===== src/rtl/rat_io_pkg.sv =====
// Shared port-ID map and VGA address geometry for the RAT I/O hub.
// Imported by rat_io_hub.
package rat_io_pkg;

  localparam logic [7:0] VGA_HADDR_ID = 8'h90;
  localparam logic [7:0] VGA_LADDR_ID = 8'h91;
  localparam logic [7:0] VGA_COLOR_ID = 8'h92;
  localparam logic [7:0] VGA_READ_ID  = 8'h93;
  localparam logic [7:0] IRQ_PEND_ID  = 8'hF0;
  localparam logic [7:0] IRQ_MASK_ID  = 8'hF1;

  localparam int VGA_AW = 13;
  localparam int VGA_XW = 7;
  localparam int VGA_YW = 6;

endpackage


===== src/rtl/rat_irq_ctrl.sv =====
// Edge-triggered, maskable interrupt controller for the RAT I/O hub.
// Sources are registered, edge-detected into pending; INT is registered.
module rat_irq_ctrl #(
  parameter int NUM_IRQ = 4
) (
  input  logic               clk,
  input  logic               rst,
  input  logic [NUM_IRQ-1:0] irq_src,
  input  logic               pend_clr_we,
  input  logic               mask_we,
  input  logic [NUM_IRQ-1:0] wdata,
  output logic [NUM_IRQ-1:0] pending,
  output logic [NUM_IRQ-1:0] mask,
  output logic               int_o
);

  logic [NUM_IRQ-1:0] src_q, src_d;
  logic [NUM_IRQ-1:0] src_qq, src_qd;
  logic [NUM_IRQ-1:0] pend_q, pend_d;
  logic [NUM_IRQ-1:0] mask_q, mask_d;
  logic               int_q, int_d;
  logic [NUM_IRQ-1:0] rise;

  always_comb begin
    src_d  = irq_src;
    src_qd = src_q;
    rise   = src_q & ~src_qq;
    pend_d = pend_q;
    if (pend_clr_we) pend_d = pend_d & ~wdata;
    // a new edge beats a same-cycle clear
    pend_d = pend_d | rise;
    mask_d = mask_we ? wdata : mask_q;
    int_d  = |(pend_q & mask_q);
  end

  always_ff @(posedge clk) begin
    if (rst) begin
      src_q  <= '0;
      src_qq <= '0;
      pend_q <= '0;
      mask_q <= '0;
      int_q  <= 1'b0;
    end else begin
      src_q  <= src_d;
      src_qq <= src_qd;
      pend_q <= pend_d;
      mask_q <= mask_d;
      int_q  <= int_d;
    end
  end

  assign pending = pend_q;
  assign mask    = mask_q;
  assign int_o   = int_q;

endmodule


===== src/rtl/rat_io_hub.sv =====
// RAT CPU port-I/O hub: input mux, output bank, VGA write port, IRQs.
// Define RAT_IO_VGA_AUTOINC_EN to step the pixel address after each write.
module rat_io_hub
  import rat_io_pkg::*;
#(
  parameter int         NUM_IN   = 4,
  parameter int         NUM_OUT  = 4,
  parameter int         NUM_IRQ  = 4,
  parameter logic [7:0] IN_BASE  = 8'h20,
  parameter logic [7:0] OUT_BASE = 8'h40,
  parameter int         VGA_XMAX = 80,
  parameter int         VGA_YMAX = 60
) (
  input  logic                  CLK,
  input  logic                  RST,
  input  logic [7:0]            PORT_ID,
  input  logic [7:0]            OUT_PORT,
  input  logic                  IO_STRB,
  output logic [7:0]            IN_PORT,
  input  logic [8*NUM_IN-1:0]   IN_DATA,
  output logic [8*NUM_OUT-1:0]  OUT_DATA,
  output logic [VGA_AW-1:0]     VGA_WA,
  output logic [7:0]            VGA_WD,
  output logic                  VGA_WE,
  input  logic [7:0]            VGA_RD,
  input  logic [NUM_IRQ-1:0]    IRQ_SRC,
  output logic                  INT
);

  logic                           strb_q, strb_d;
  logic                           wr_ev;
  logic [NUM_OUT-1:0][7:0]        out_q, out_d;
  logic [VGA_XW-1:0]              x_q, x_d;
  logic [VGA_YW-1:0]              y_q, y_d;
  logic [7:0]                     wd_q, wd_d;
  logic                           we_q, we_d;
  logic [NUM_IRQ-1:0]             pending, mask;
  logic [7:0]                     rd;

  assign wr_ev = IO_STRB & ~strb_q;

  always_comb begin
    strb_d = IO_STRB;
    out_d  = out_q;
    for (int k = 0; k < NUM_OUT; k++) begin
      if (wr_ev && PORT_ID == OUT_BASE + 8'(k)) out_d[k] = OUT_PORT;
    end
  end

  always_comb begin
    x_d  = x_q;
    y_d  = y_q;
    wd_d = wd_q;
    we_d = 1'b0;
`ifdef RAT_IO_VGA_AUTOINC_EN
    if (we_q) begin
      if (x_q == VGA_XW'(VGA_XMAX - 1)) begin
        x_d = '0;
        y_d = (y_q == VGA_YW'(VGA_YMAX - 1)) ? '0 : y_q + 1'b1;
      end else begin
        x_d = x_q + 1'b1;
      end
    end
`endif
    if (wr_ev) begin
      unique case (PORT_ID)
        VGA_HADDR_ID: y_d = OUT_PORT[VGA_YW-1:0];
        VGA_LADDR_ID: x_d = OUT_PORT[VGA_XW-1:0];
        VGA_COLOR_ID: begin
          wd_d = OUT_PORT;
          we_d = 1'b1;
        end
        default: ;
      endcase
    end
  end

  rat_irq_ctrl #(
    .NUM_IRQ(NUM_IRQ)
  ) u_irq (
    .clk        (CLK),
    .rst        (RST),
    .irq_src    (IRQ_SRC),
    .pend_clr_we(wr_ev && PORT_ID == IRQ_PEND_ID),
    .mask_we    (wr_ev && PORT_ID == IRQ_MASK_ID),
    .wdata      (OUT_PORT[NUM_IRQ-1:0]),
    .pending    (pending),
    .mask       (mask),
    .int_o      (INT)
  );

  always_comb begin
    rd = 8'h00;
    unique case (PORT_ID)
      VGA_READ_ID: rd = VGA_RD;
      IRQ_PEND_ID: rd[NUM_IRQ-1:0] = pending;
      IRQ_MASK_ID: rd[NUM_IRQ-1:0] = mask;
      default: ;
    endcase
    for (int k = 0; k < NUM_IN; k++) begin
      if (PORT_ID == IN_BASE + 8'(k)) rd = IN_DATA[8*k +: 8];
    end
    for (int k = 0; k < NUM_OUT; k++) begin
      if (PORT_ID == OUT_BASE + 8'(k)) rd = out_q[k];
    end
  end

  always_ff @(posedge CLK) begin
    if (RST) begin
      strb_q <= 1'b0;
      out_q  <= '0;
      x_q    <= '0;
      y_q    <= '0;
      wd_q   <= '0;
      we_q   <= 1'b0;
    end else begin
      strb_q <= strb_d;
      out_q  <= out_d;
      x_q    <= x_d;
      y_q    <= y_d;
      wd_q   <= wd_d;
      we_q   <= we_d;
    end
  end

  assign IN_PORT  = rd;
  assign OUT_DATA = out_q;
  assign VGA_WA   = {y_q, x_q};
  assign VGA_WD   = wd_q;
  assign VGA_WE   = we_q;

endmodule


===== config.mk =====
export PLATFORM = sky130hd
export DESIGN_NAME = rat_io_hub
export DESIGN_NICKNAME = d
export VERILOG_FILES = /design/src/rtl/rat_io_pkg.sv /design/src/rtl/rat_irq_ctrl.sv /design/src/rtl/rat_io_hub.sv
export SDC_FILE = /design/constraint.sdc
export NUM_CORES = 1
export LEC_CHECK = 0
export BUFFER_PORTS_ARGS = -buffer_cell sky130_fd_sc_hd__buf_2
export CAP_MARGIN = 20
export CORE_ASPECT_RATIO = 0.5
export CORE_UTILIZATION = 30
export CTS_CLUSTER_SIZE = 40
export DETAILED_ROUTE_END_ITERATION = 16
export HOLD_SLACK_MARGIN = 0.06
export PLACE_DENSITY_LB_ADDON = 0.08
export SYNTH_ARGS = -nofsm -noshare
export SYNTH_HDL_FRONTEND = slang
export SYNTH_SLANG_ARGS = --single-unit

===== constraint.sdc =====
create_clock -name CLK -period 4.4 [get_ports CLK]
set_clock_uncertainty 0.2 [all_clocks]
set_input_delay 0.22 -clock CLK [delete_from_list [all_inputs] [get_ports CLK]]
set_output_delay 0.22 -clock CLK [all_outputs]
set_load 0.02 [all_outputs]

==> metrics.txt <==
status=complete, no violations; vias in the first global route=3382; most frequent CP cell=buf_2; Netlist Area Pre-Place=3630 um2; crit path max fanout=22; commonest non-fill, non-tap cell in the layout=buf_2; Internal Power=1120 uW; clock slew at reported path FFs=0.05 ns; drt first pass iters=5; chip width=158 um; Diodes inserted=0; Area Overhead vs Synth=30.1%; post-synthesis sequential area ratio=39.7%; WL/cell=17.8 um; CTS tree=built; DRC errors left=0; clock buffer depth=2; max-slew violation count=0; Skew-Pair Late Insertion Delay=0.32 ns; final design utilization=41.5%; Final Wtd Congestion=0.876; vias=3704; total length of routed wires=12.9 mm; minimum clock period=2.65 ns; critical path launch point type=input port; vias per inst=5.12; Worst Hold Class=input port to flop; GR Util All Layers=20.7%; largest net degree at the start of global routing=73; main flop type after synthesis=dfxtp_1; CP max stage cell=buf_2; Buffers on Ports=125; switching share of power=23.8%; post-route ant nets=0; CTS H-tree lvls=3; Yosys cell types=50; HP Start=OUT_PORT[3]; Worst VDD drop=211 uV; Worst Hold Depth=3; initial antenna violation count=0; Top Ports=126; placed wire-length estimate=9.26 mm; standard-cell rows=27; Seq cells post-synth=72; worst path required time=3.98 ns; Reg2Reg Launch Point=strb_q; placed cells=699; Post-Syn Nets=508; Iteration-0 DRC Markers=200; Seq pwr share=45.0%; fmax=0.378 GHz; Die Footprint=12600 um2; YS warnings=0; PwrDens=312 nW/um2; Least-Margin Pin Slew=0.858 ns; most frequent cells in the layout=125 x buf_2, 72 x dfxtp_1, 54 x nand2_1; Post-Synthesis Cells=445; Worst Path Class, Setup=input port to output port; Slew headroom=42.3%; Worst Hold End=OUT_DATA[27]; CTS buffer count=9; Root Driver=clkbuf_16; Sink Count=72; postcts setup bufs=0; RSZ-0062 raised after global routing=no; Leak=0.00202 uW; combinational power share=9.2%; Synth async-reset ratio=0%; first-pass GRT wire length=19.3 mm; crit end category=output port; Clock power frac=45.8%; initial core utilization=31.9%; non-filler cells, final=724; crit-path max cell delay=0.38 ns; Avg Synthesized Cell Area=8.16 um2; worst r2r path cells=5; worst path cell trace=buf_2 > nor4bb_2 > buf_4 > and2_1 > o2bb2ai_1 > a221oi_1 > a311oi_1 > buf_2; r2r setup slk=2.10 ns; GRT Residual Overflow=0; total of max-cap violations=0; die height=79.8 um; # nets final=623; Final Hold Vio Count=0; share of cells above drive strength 1=29.7%; Core ar.=11400 um2; sw power=351 uW; crit path DAT=2.23 ns; Tcrit/Tclk final=60.1%; RR Endpoint=u_irq.mask[2]; EDFF count, synth=0; setup TNS=0 ns; endpoints failing setup=0
## layout make-up
class / count / area, um2
inverter: 6 / 22.5
tap: 159 / 199
multi-input combinational: 330 / 2010
timing repair buffer: 141 / 768
sequential: 72 / 1440
clock inverter: 2 / 13.8
fill: 1200 / 6660
clock buffer: 14 / 264
## per-stage QoR
step           hold slack, ns  instance area (um2)  total power (uW)  setup slack, ns
2_1_floorplan           0.148                 3630               747             2.12
3_3_place_gp            0.237                 4350               806             1.73
3_5_place_dp            0.234                 4350               806             1.77
4_1_cts                0.0614                 4720              1490             1.76
5_1_grt                0.0804                 4720              1530             1.62
6_report               0.0728                 4720              1470             1.75
## routing by layer
metal	wire [um]	vias to the layer above	GRT usage (%)
met5	0	-	0
met2	4990	162	29.0
li1	-	1824	-
met4	113	0	4.47
met3	1020	10	5.43
met1	6790	1708	30.8
## power by group through the flow
stage / combinational [uW] / sequential [uW] / clock (uW)
6_report: 135 / 663 / 675
5_1_grt: 146 / 664 / 723
4_1_cts: 135 / 663 / 694
3_5_place_dp: 128 / 677 / 0
3_3_place_gp: 128 / 677 / 0
2_1_floorplan: 70.5 / 676 / 0
## synthesized netlist by cell type (3+ instances only)
library cell / count / share of area, %
a211oi_1: 6 / 1.2
inv_1: 6 / 0.62
nor2_1: 32 / 3.3
nand2b_1: 10 / 1.7
nor3_1: 4 / 0.55
a21oi_1: 53 / 7.3
mux2_2: 6 / 1.9
nand2_1: 54 / 5.6
buf_1: 3 / 0.31
o22ai_1: 4 / 0.69
a221oi_1: 4 / 0.97
o221ai_1: 5 / 1.2
nor2b_1: 18 / 3.1
nand3_1: 45 / 6.2
a22oi_1: 5 / 1.0
o21ai_0: 19 / 2.6
o211ai_1: 3 / 0.62
clkbuf_1: 21 / 2.2
buf_2: 11 / 1.5
dfxtp_1: 72 / 40
mux2i_1: 27 / 7.4
and3_1: 3 / 0.52
## repair_timing
| action | 4_1_cts | 5_1_grt |
|---|---|---|
| resized for setup | 0 | 0 |
| hold buffers | 9 | 0 |
| hold endpoints to repair | 23 | 0 |
| endpoints found under the setup margin | 0 | 0 |
## cells by family (layout without fill, tap and decap cells)
logic type | count (synthesis) | in the layout | synth area share, %
AO/OA/AOI/OAI | 109 | 109 | 18.2
flip-flops | 72 | 72 | 39.7
buffers and inverters | 43 | 163 | 5.03
AND/OR/NAND/NOR | 188 | 188 | 27.7
multiplexers | 33 | 33 | 9.31
## critical path, delay by kind of cell
family | cells | cell delay [ns]
AOI/OAI and AO/OA | 3 | 0.54
and+or+nand+nor | 2 | 0.57
buffers and inverters | 3 | 0.89
## worst max-delay path by stage
stage / from / end / slack (ns) / depth (start not counted)
floorplan: PORT_ID[0] / IN_PORT[4] / 2.12 / 7
global placement: PORT_ID[0] / IN_PORT[4] / 1.73 / 8
detailed placement: PORT_ID[0] / IN_PORT[4] / 1.77 / 8
CTS: PORT_ID[0] / IN_PORT[4] / 1.76 / 8
global route: PORT_ID[1] / IN_PORT[1] / 1.62 / 7
finish: PORT_ID[0] / IN_PORT[4] / 1.75 / 8
## state kept, by name, indices dropped and copies added, names as in the netlist, 4 cells and up
| name | cells |
|---|---|
| OUT_DATA | 32 |
| VGA_WD | 8 |
| u_irq.mask | 4 |
| u_irq.pending | 4 |
| u_irq.src_q | 4 |
| u_irq.src_qq | 4 |
| x_q | 7 |
| y_q | 6 |
(Power assumes the default switching activity.)
